File: src/rtl/seq_div.sv
// seq_div: 32-bit signed restoring divider, one quotient bit per clock, truncating quotient.
// Optional macro SEQ_DIV_ZERO_CHECK_EN adds a 1-clock zero-divisor shortcut and the div_zero flag.
module seq_div #(
    parameter int WIDTH = 32
) (
    input  logic             clk,
    input  logic             rst,
    input  logic             start,
    input  logic [WIDTH-1:0] in1,
    input  logic [WIDTH-1:0] in2,
    output logic [WIDTH-1:0] out,
    output logic [WIDTH-1:0] rem,
    output logic             busy,
    output logic             done,
    output logic             additionalOut
`ifdef SEQ_DIV_ZERO_CHECK_EN
    ,
    output logic             div_zero
`endif
);

    localparam int CW = $clog2(WIDTH) + 1;
    localparam logic [WIDTH-1:0] MIN_VAL = {1'b1, {(WIDTH-1){1'b0}}};

    typedef enum logic [1:0] {IDLE, CALC, FIX} state_t;

    state_t           state_q, state_d;
    logic [CW-1:0]    cnt_q, cnt_d;
    logic [WIDTH-1:0] part_q, part_d;   // partial remainder
    logic [WIDTH-1:0] quo_q, quo_d;     // dividend magnitude shifting out, quotient shifting in
    logic [WIDTH-1:0] dvs_q, dvs_d;     // divisor magnitude
    logic             s1_q, s1_d;
    logic             s2_q, s2_d;
    logic [WIDTH-1:0] in1_q, in1_d;
    logic [WIDTH-1:0] in2_q, in2_d;
    logic [WIDTH-1:0] out_q, out_d;
    logic [WIDTH-1:0] rem_q, rem_d;
    logic             done_q, done_d;
    logic             ovf_q, ovf_d;
`ifdef SEQ_DIV_ZERO_CHECK_EN
    logic             dz_q, dz_d;
`endif

    logic [WIDTH:0]   shifted;
    logic [WIDTH:0]   diff;

    always_comb begin
        // NOTE: every variable gets a default before the case so no path leaves one unassigned (no latches).
        state_d = state_q;
        cnt_d   = cnt_q;
        part_d  = part_q;
        quo_d   = quo_q;
        dvs_d   = dvs_q;
        s1_d    = s1_q;
        s2_d    = s2_q;
        in1_d   = in1_q;
        in2_d   = in2_q;
        out_d   = out_q;
        rem_d   = rem_q;
        done_d  = 1'b0;
        ovf_d   = ovf_q;
`ifdef SEQ_DIV_ZERO_CHECK_EN
        dz_d    = dz_q;
`endif
        shifted = {part_q, quo_q[WIDTH-1]};
        diff    = shifted - {1'b0, dvs_q};

        case (state_q)
            IDLE: begin
                if (start) begin
`ifdef SEQ_DIV_ZERO_CHECK_EN
                    if (in2 == '0) begin
                        out_d  = '1;
                        rem_d  = in1;
                        ovf_d  = 1'b0;
                        dz_d   = 1'b1;
                        done_d = 1'b1;
                    end else
`endif
                    begin
                        s1_d    = in1[WIDTH-1];
                        s2_d    = in2[WIDTH-1];
                        in1_d   = in1;
                        in2_d   = in2;
                        // -MIN wraps to MIN, which is the correct unsigned magnitude.
                        quo_d   = in1[WIDTH-1] ? -in1 : in1;
                        dvs_d   = in2[WIDTH-1] ? -in2 : in2;
                        part_d  = '0;
                        cnt_d   = CW'(WIDTH);
                        state_d = CALC;
                    end
                end
            end
            CALC: begin
                if (!diff[WIDTH]) begin
                    part_d = diff[WIDTH-1:0];
                    quo_d  = {quo_q[WIDTH-2:0], 1'b1};
                end else begin
                    part_d = shifted[WIDTH-1:0];
                    quo_d  = {quo_q[WIDTH-2:0], 1'b0};
                end
                cnt_d = cnt_q - CW'(1);
                if (cnt_d == '0) begin
                    state_d = FIX;
                end
            end
            FIX: begin
                out_d   = (s1_q ^ s2_q) ? -quo_q : quo_q;
                rem_d   = s1_q ? -part_q : part_q;
                ovf_d   = (in1_q == MIN_VAL) && (in2_q == '1);
`ifdef SEQ_DIV_ZERO_CHECK_EN
                dz_d    = 1'b0;
`endif
                done_d  = 1'b1;
                state_d = IDLE;
            end
            default: state_d = IDLE;
        endcase
    end

    // NOTE: state registers use non-blocking assignments so all of them update together at the edge.
    always_ff @(posedge clk or negedge rst) begin
        if (!rst) begin
            state_q <= IDLE;
            cnt_q   <= '0;
            part_q  <= '0;
            quo_q   <= '0;
            dvs_q   <= '0;
            s1_q    <= 1'b0;
            s2_q    <= 1'b0;
            in1_q   <= '0;
            in2_q   <= '0;
            out_q   <= '0;
            rem_q   <= '0;
            done_q  <= 1'b0;
            ovf_q   <= 1'b0;
`ifdef SEQ_DIV_ZERO_CHECK_EN
            dz_q    <= 1'b0;
`endif
        end else begin
            state_q <= state_d;
            cnt_q   <= cnt_d;
            part_q  <= part_d;
            quo_q   <= quo_d;
            dvs_q   <= dvs_d;
            s1_q    <= s1_d;
            s2_q    <= s2_d;
            in1_q   <= in1_d;
            in2_q   <= in2_d;
            out_q   <= out_d;
            rem_q   <= rem_d;
            done_q  <= done_d;
            ovf_q   <= ovf_d;
`ifdef SEQ_DIV_ZERO_CHECK_EN
            dz_q    <= dz_d;
`endif
        end
    end

    assign out           = out_q;
    assign rem           = rem_q;
    assign busy          = (state_q != IDLE);
    assign done          = done_q;
    assign additionalOut = ovf_q;
`ifdef SEQ_DIV_ZERO_CHECK_EN
    assign div_zero      = dz_q;
`endif

endmodule

File: config.mk
export PLATFORM = sky130hd
export DESIGN_NAME = seq_div
export DESIGN_NICKNAME = d
export VERILOG_FILES = /design/src/rtl/seq_div.sv
export SDC_FILE = /design/constraint.sdc
export NUM_CORES = 1
export LEC_CHECK = 0
export BUFFER_PORTS_ARGS = -buffer_cell sky130_fd_sc_hd__buf_2
export CAP_MARGIN = 10
export CORE_MARGIN = 3
export CORE_UTILIZATION = 40
export CTS_CLUSTER_SIZE = 25
export DETAILED_ROUTE_END_ITERATION = 16
export GPL_TIMING_DRIVEN = 0
export MAX_ROUTING_LAYER = met4
export PLACE_DENSITY = 0.55
export SETUP_SLACK_MARGIN = 0.3
export SYNTH_ARGS = -nofsm -noshare
export SYNTH_HDL_FRONTEND = slang
export SYNTH_SLANG_ARGS = --single-unit
File: constraint.sdc
create_clock -name clk -period 5.05 [get_ports clk]
set_input_delay 1.515 -clock clk [delete_from_list [all_inputs] [get_ports clk]]
set_output_delay 1.515 -clock clk [all_outputs]
set_load 0.005 [all_outputs]
==> results summary, run 1 <==
The number of slew-limit violations in the final report was 0. The repair_antennas step left the layout with diodes totalling 0. The sort of element at the start of the critical path is a flop. The CTS H-tree depth came out at 1.

The tree is rooted in a sky130_fd_sc_hd__clkbuf_16. After synthesis the netlist holds a flip-flop and latch count of 233. Along the worst path, the maximum fanout reaches 10.

The via count of the first global-routing pass came out at 11.12k. Summed over all layers, the routed wires come to ~38 mm. The proportion of layout cells with a drive suffix above 1 is 0.1187. The worst setup path is captured at a flop. Setup repair after global routing left no endpoint under its margin.

The required arrival time at the worst endpoint came out at 5.51 ns. After the first detailed-routing iteration, the DRC count stood at ~680. Among all flip-flop cells after synthesis, the most frequent one is sky130_fd_sc_hd__dfrtp_1. The tightest min-delay check is of the reg -> reg type. When the netlist entered floorplanning its net count stood at 1,629. The average wire per standard cell is about 18 um. The total congestion overflow is 0.

The portion of synthesized cell area occupied by the leading cell type is 0.4396. During placement, the flow inserted port buffers numbering 133. The die is 188.1 um wide. In the layout the commonest cells are 348 x sky130_fd_sc_hd__nand2_1, 233 x sky130_fd_sc_hd__dfrtp_1, 201 x sky130_fd_sc_hd__o21ai_0.

The clock net in this run drives a total of 233 sinks. At the pin with the least slew margin, the transition time is 0.8731 ns. Setup violations remaining at the end of the flow were counted as 0. The number of hold buffers added after CTS is 0. The number of antenna violations at the first check in global routing came out at 1.

The worst setup path is of the reg -> reg kind. The flow ran to the end, and the final reports show no timing, DRC or antenna violations. After clock tree synthesis, the setup repair step added 0 buffers. Sorting the synthesized cells by area gives the leading types as sky130_fd_sc_hd__dfrtp_1 44%, sky130_fd_sc_hd__nand2_1 9.8%, sky130_fd_sc_hd__o21ai_0 7.6%, sky130_fd_sc_hd__xor2_1 6.6%, sky130_fd_sc_hd__ha_1 3.6%. The final critical-path setup slack came out at around 0.63 ns. The critical path arrival came out at around 4.9 ns. From synthesis to final layout, the design area changed by 16.91%. The mean instance size in the synthesized netlist came out at 8.708 um2. The largest net degree at the start of global routing came out at 97. Detailed placement finished with a half-perimeter wire length of 29.37 mm.

Dividing the final minimum period by the clock period gives 0.8760. The routed via count divided by cell count is 5.249. Clock latency on the worst-skew pair, taken at its later pin, is ~0.55 ns. The remaining design rule violation count came out at 0. After routing the design area is 15,500 um2.

In the final design database the tool counted around 1.8k nets. The pre-CTS setup slack is between 0.6 and 0.7 ns. In this run the most used layer during global routing was met1. For this run, asynchronously set or reset flops after synthesis account for 1.000. The routing usage on met1 came out at 0.3294. The count of synthesis-stage warnings from yosys is 0. The worst-case clock skew is 0.01239 ns. Detailed routing inserted a total of roughly 11k vias. The final hold violation count is 0. The minimum clock period after layout is 4.424 ns. The die is approximately 190 um tall. The worst supply voltage drop on vdd came out at 0.0002628 V.

The total CTS buffers is 28. The instance area after placement came out at 14,550 um2. The total power divided by cell area came out at 265.2 nW/um2. The biggest area contributor in the post-synthesis netlist is sky130_fd_sc_hd__dfrtp_1. The number of buffers on the longest clock path came out at 3. The count of different cell masters after synthesis came out at 66. The overall fraction of global-route tracks in use is 0.2209. For this run, the register share of the synthesized area comes to 0.4396. The library cell used most frequently in the layout, excluding fill and tap cells, is sky130_fd_sc_hd__nand2_1. After clock tree synthesis, the clock-pin slew on the worst setup and hold paths is 0.06 ns.

The floorplan die area came out at 35,380 um2. The number of maximum-capacitance violations is 0. In this run, post-CTS repair resized a total of 0 instances. The area of the core came out at 32,620 um2. The detail route stage leaves a number of antenna-violating nets equal to 0. The number of filler instances in the final layout came out at 3,271. For this design the static power due to leakage is 0.006989 uW. For this design the top-level I/O count stands at 134. In the global route stage, met2 resource usage came out at 0.3269. After floorplanning, the core was divided into 66 placement rows. For this run, the detailed router's first-pass iteration total came to 5.

TritonCTS built the clock tree. The first-pass GRT wire length came out at 61.82 mm. The normalized max-slew margin is 0.4160. The synthesized netlist occupies a cell area of 13,260 um2. The global routing usage on met3 is 0.02449.

The number of cells produced by synthesis came out at 1,523. The register-to-register setup slack came out at 0.63 ns. The number of synthesized flops with an enable pin came out at 0.

The effective utilization at floorplan is 0.4066. The highest clock rate came out at 0.2261 GHz. The final weighted congestion in routability-driven placement came out at 0.8869.
cells by family (layout without fill, tap and decap cells):
kind of cell | count (synthesis) | count (layout) | synth area share
AOI/OAI and AO/OA | 369 | 369 | 0.1679
buffers and inverters | 131 | 318 | 0.03953
DFF | 233 | 233 | 0.4396
and+or+nand+nor | 572 | 572 | 0.1944
xor gates and xnor gates | 149 | 149 | 0.09840
muxes | 30 | 30 | 0.02274
adders and majority gates | 39 | 39 | 0.03736
registers in the layout, indices dropped and copies added (netlist names):
name           count
done               1
state_q            2
rem               32
part_q            32
s2_q               1
out               32
additionalOut      1
in1_q             31
dvs_q             32
in2_q             30
cnt_q              6
s1_q               1
quo_q             32
path summary, 6_finish.rpt:
kind	cells past startpoint	endpoint	start
worst max-delay path	10	part_q[27]	part_q[9]
worst min-delay path	2	rem[24]	rem[24]
worst max register to register	10	part_q[27]	part_q[9]
worst min register to register	2	rem[24]	rem[24]
max in group asynchronous	3	in1_q[19]	rst
min in group asynchronous	1	rem[12]	rst
worst max-delay path: stages, from the launching register on:
cell and delay, ns:
sky130_fd_sc_hd__dfrtp_1 0.47, sky130_fd_sc_hd__ha_1 0.40, sky130_fd_sc_hd__a21o_1 0.22, sky130_fd_sc_hd__or4b_2 0.63
sky130_fd_sc_hd__o21ai_0 0.42, sky130_fd_sc_hd__nand3_1 0.16, sky130_fd_sc_hd__a221o_1 0.36, sky130_fd_sc_hd__xor2_1 0.69
sky130_fd_sc_hd__clkbuf_1 0.46, sky130_fd_sc_hd__nand2_1 0.27, sky130_fd_sc_hd__o211ai_1 0.26
routing by layer:
layer	vias up	routed length (um)
met5	-	0
met4	0	729
met3	51	1793
met2	267	16470
met1	5347	19170
li1	5630	-
synth_stat cells, types with 10 or more instances:
library cell	n
sky130_fd_sc_hd__clkbuf_1	65
sky130_fd_sc_hd__or3_1	11
sky130_fd_sc_hd__nand3_1	46
sky130_fd_sc_hd__nor2_1	48
sky130_fd_sc_hd__ha_1	38
sky130_fd_sc_hd__nand4_1	10
sky130_fd_sc_hd__dfrtp_1	233
sky130_fd_sc_hd__a31oi_1	10
sky130_fd_sc_hd__a22oi_1	30
sky130_fd_sc_hd__nor3_1	22
sky130_fd_sc_hd__o31ai_1	26
sky130_fd_sc_hd__nand2_1	348
sky130_fd_sc_hd__a21o_1	10
sky130_fd_sc_hd__mux2i_1	29
sky130_fd_sc_hd__nor4_1	17
sky130_fd_sc_hd__xnor2_1	49
sky130_fd_sc_hd__xor2_1	100
sky130_fd_sc_hd__nor2b_1	10
sky130_fd_sc_hd__inv_1	53
sky130_fd_sc_hd__o21ai_0	201
sky130_fd_sc_hd__a21oi_1	37
sky130_fd_sc_hd__nand2b_1	13
sky130_fd_sc_hd__o41ai_1	19
power breakdown:
part | switching (uW) | internal [uW] | total, uW
combinational | 123 | 57.0 | 180
sequential | 0 | 1870 | 1870
clock | 809 | 1260 | 2060
cell type report:
class	instances	area (um2)	share of cell area
clock inverter	8	107.6	0.006940
tap	442	553.0	0.03567
multi-input combinational	1159	6908	0.4455
inverter	53	198.9	0.01283
clock buffer	44	850.8	0.05487
sequential	233	5831	0.3760
buffer	78	325.3	0.02098
timing repair buffer	135	730.7	0.04713
through the flow:
step / setup TNS (ns) / hold slack [ns] / cells / total power, uW / util
2_1_floorplan: 0 / 0.4375 / 1523 / 1960 / -
3_3_place_gp: -413.01 / 0.4540 / 2098 / 2077 / 0.4440
3_5_place_dp: 0 / 0.4621 / 2100 / 2083 / 0.4460
4_1_cts: 0 / 0.4766 / 2152 / 4151 / 0.4753
5_1_grt: 0 / 0.4925 / 2152 / 4246 / 0.4753
6_report: 0 / 0.4724 / 2152 / 4112 / 0.4753
Note: power is estimated with default switching activity, not from simulation.
==> run 2, diff against run 1 <==
ABC_AREA = 1   (was unset)
PLACE_DENSITY = 0.54   (was 0.55)
==> results summary, run 2 <==
The run finished with clean final reports. The routed via count divided by cell count is 5.210 (-0.74%). The total power divided by cell area was 760.9 nW/um2 (+190%). The required arrival time at the worst endpoint is 5.53 ns (+0.02 ns). The number of DRC violations after detailed-routing iteration 0 came out at 1,157 (+70%).

The start-to-end type of the worst setup path is in -> reg. The die outline height is 202.4 um (+7.6%). The worst supply voltage drop on vdd is 0.0003382 V (+29%).

The effective utilization at floorplan was 0.4077 (+0.001126). The worst-case clock skew came to 0.01204 ns (-0.0003496 ns). The CTS H-tree depth is 1 (unchanged). The count of synthesis-stage warnings from yosys is 0 (unchanged). The remaining design rule violation count is 0 (unchanged).

The I/O pin count came to 134 (unchanged). STA classifies the critical path endpoint as a flop. In the layout the commonest cells are 682 x sky130_fd_sc_hd__nand2_1, 283 x sky130_fd_sc_hd__inv_1, 233 x sky130_fd_sc_hd__dfrtp_1.

The number of antenna violations at the first check in global routing is 0 (-1). The number of synthesized flops with an enable pin is 0 (unchanged). The critical path arrival is 3.41 ns (-1.48 ns).

The number of cells produced by synthesis came to 2,217 (+46%). The area of the core came out at 37,840 um2 (+16%). The post-route clock period utilization is 0.5793 (-0.2967). The summed instance area of the synthesized netlist is 15,430 um2 (+16%). The met2 layer wire length in the routed design came out at 23.77 mm (+44%).

The count of different cell masters after synthesis is 49 (-26%). The internal cell power came out at 6661 uW (+110%). The synthesized design spends more area on one cell type than any other, namely sky130_fd_sc_hd__dfrtp_1. The floorplan die area came to 40,970 um2 (+16%). The clock insertion delay at the later pin of the skew report is 0.57 ns (+0.02 ns). The growth of design area from synthesis to finish came out at 15.22%. The net switching power came to 6866 uW (+640%).

TritonCTS built the clock tree. The number of cells on the worst reg-to-reg path is 17 (+7). The minimum clock period after layout is 2.926 ns (-1.498 ns). The largest net degree at the start of global routing is 116 (+20%). The width of the die came to 202.4 um (+7.6%). The number of buffers added for setup after CTS came out at 0 (unchanged). The path type of the worst min-delay path is reg -> reg. The average wire per standard cell came out at 18.80 um (+6.0%).

The first-pass GRT wire length came out at 84.57 mm (+37%). Setup repair after global routing left no endpoint under its margin. The worst hold slack is 0.4752 ns (+0.002767 ns). The number of nets produced by synthesis came to 2,323 (+43%). The number of slew-limit violations in the final report is 0 (unchanged). The wire length after detailed routing was 54.80 mm (+44%). The count of buffers from port buffering came out at 133 (unchanged). The highest clock rate is 0.3418 GHz (+51%). The first-pass iteration count of the detailed router is 6 (+1). The final hold violation count was 0 (unchanged). The total met3 wirelength after detailed routing is 3.083 mm (+72%). The proportion of layout cells with a drive suffix above 1 came out at 0.1248 (+0.006079). The total congestion overflow was 0 (unchanged).

The number of cells on the worst hold path is 2 (unchanged). The antenna diode count came out at 0 (unchanged). The mean instance size in the synthesized netlist came out at 6.960 um2 (-20%).

The HPWL after detailed placement is 43.64 mm (+49%). The portion of synthesized cell area occupied by the leading cell type came out at 0.3779 (-0.06174). The clock transition at the registers of the reported paths is 0.06 ns (about the same). The final-layout setup total negative slack is 0 ns (unchanged).

The sequential area share after synthesis is 0.3779 (-0.06174). The clock net sink count came out at 233 (unchanged). The via count of the first global-routing pass came to 14.67k (+32%). The normalized max-slew margin was 0.4122 (-0.003821). The portion of total power attributed to the clock network is 0.159 (-0.343).

Among all cell types in the netlist, the one instantiated most often is sky130_fd_sc_hd__nand2_1. The library cell used most frequently in the layout, excluding fill and tap cells, is sky130_fd_sc_hd__nand2_1. The final setup violation count is 0 (unchanged).

The number of nets in the layout is 2,489 (+39%). The number of maximum-capacitance violations is 0 (unchanged). The post-layout total power is 13,530 uW (+230%). The number of buffers on the longest clock path came out at 3 (unchanged). The total CTS buffers is 29 (+3.6%). The static power due to leakage is 0.009270 uW (+33%). The overall fraction of global-route tracks in use came to 0.2717 (+0.05075). The switching portion of total power is 0.5076 (+0.2809).

The final weighted congestion in routability-driven placement is 0.9423 (+6.2%). The actual slew at the worst max-slew pin is 0.8785 ns (+0.005447 ns). The number of hold buffers added after CTS is 0 (unchanged). The largest fanout on the critical path was 10 (unchanged).

The overall via count from detail_route was 15.19k (+34%). The commonest cells after synthesis are 682 x sky130_fd_sc_hd__nand2_1, 283 x sky130_fd_sc_hd__inv_1, 233 x sky130_fd_sc_hd__dfrtp_1. The sort of element at the start of the critical path is a primary input. The row count is 71 (+7.6%). In this run the top signal layer used is met4. The met1 routed wirelength after detailed routing came to 26.64 mm (+39%). The number of nets still failing antenna checks after routing is 0 (unchanged). The sequential group share of total power came to 0.261 (-0.193). Clock tree synthesis selected as its root buffer the cell sky130_fd_sc_hd__clkbuf_16. After synthesis, the cell types taking the most area are sky130_fd_sc_hd__dfrtp_1 38%, sky130_fd_sc_hd__nand2_1 17%, sky130_fd_sc_hd__inv_1 6.9%, sky130_fd_sc_hd__nand3_1 5.5%, sky130_fd_sc_hd__o21ai_0 5.0%. The part of the power in combinational logic came out at 0.580 (+0.536). The flip-flop and latch count after synthesis came out at 233 (unchanged). The main flop type after synthesis is sky130_fd_sc_hd__dfrtp_1.

The count of instances resized after the clock tree is built is 0 (unchanged). The fraction of registers with async set or reset after synthesis came out at 1.000 (unchanged).
## run 2: layout make-up
cell class                 count  area, um2
fill                        4023      20070
multi-input combinational   1621       8159
sequential                   233       5831
inverter                     294       1104
clock buffer                  40      827.0
timing repair buffer         135      730.7
tap                          511      639.4
buffer                        69      336.6
clock inverter                12      151.4
## run 2: logic make-up (layout without fill, tap and decap cells)
kind of cell | after synthesis | after routing | synth area share
flops | 233 | 233 | 0.3779
xor+xnor | 62 | 62 | 0.03519
simple gates | 1240 | 1240 | 0.3566
compound gates | 280 | 280 | 0.1048
fa+ha+maj | 39 | 39 | 0.03211
buf+inv | 363 | 550 | 0.09333
## run 2: worst max-delay path: stages
cell and delay (ns):
sky130_fd_sc_hd__buf_2 0.09, sky130_fd_sc_hd__nand2_1 0.21, sky130_fd_sc_hd__inv_1 0.08, sky130_fd_sc_hd__buf_2 0.21, sky130_fd_sc_hd__nor2_2 0.52, sky130_fd_sc_hd__clkbuf_1 0.50, sky130_fd_sc_hd__a22oi_1 0.15, sky130_fd_sc_hd__o21ai_0 0.12
## run 2: final timing paths
check                          start         end  slack, ns
min reg2reg                  rem[16]     rem[16]       0.48
min in group asynchronous        rst   in2_q[23]       0.74
min                          rem[16]     rem[16]       0.48
max in group asynchronous        rst   dvs_q[12]       2.98
max                            start   quo_q[31]       2.12
max reg2reg                quo_q[31]  part_q[29]       2.27
## run 2: layer usage
layer,vias up,GRT usage
li1,7468,-
met1,7182,0.3991
met2,464,0.4038
met3,72,0.03092
met4,0,0.06211
met5,-,-
## run 2: power by group through the flow
stage / clock network [uW] / registers (uW) / logic, uW
after floorplan: 0 / 3200 / 5660
after global placement: 0 / 3520 / 7700
after detailed placement: 0 / 3540 / 7790
after CTS: 2200 / 3510 / 7830
after global routing: 2260 / 3620 / 8850
final: 2150 / 3530 / 7840
## run 2: metrics by stage
step                      area [um2]  setup WS [ns]  utilization  cells
after CTS                      17780          2.139       0.4698   2915
after detailed placement       16800          1.548       0.4439   2863
after floorplan                15430          2.194            -   2217
after global placement         16730         -2.018       0.4422   2861
final                          17780          2.124       0.4698   2915
after global routing           17780          1.980       0.4698   2915
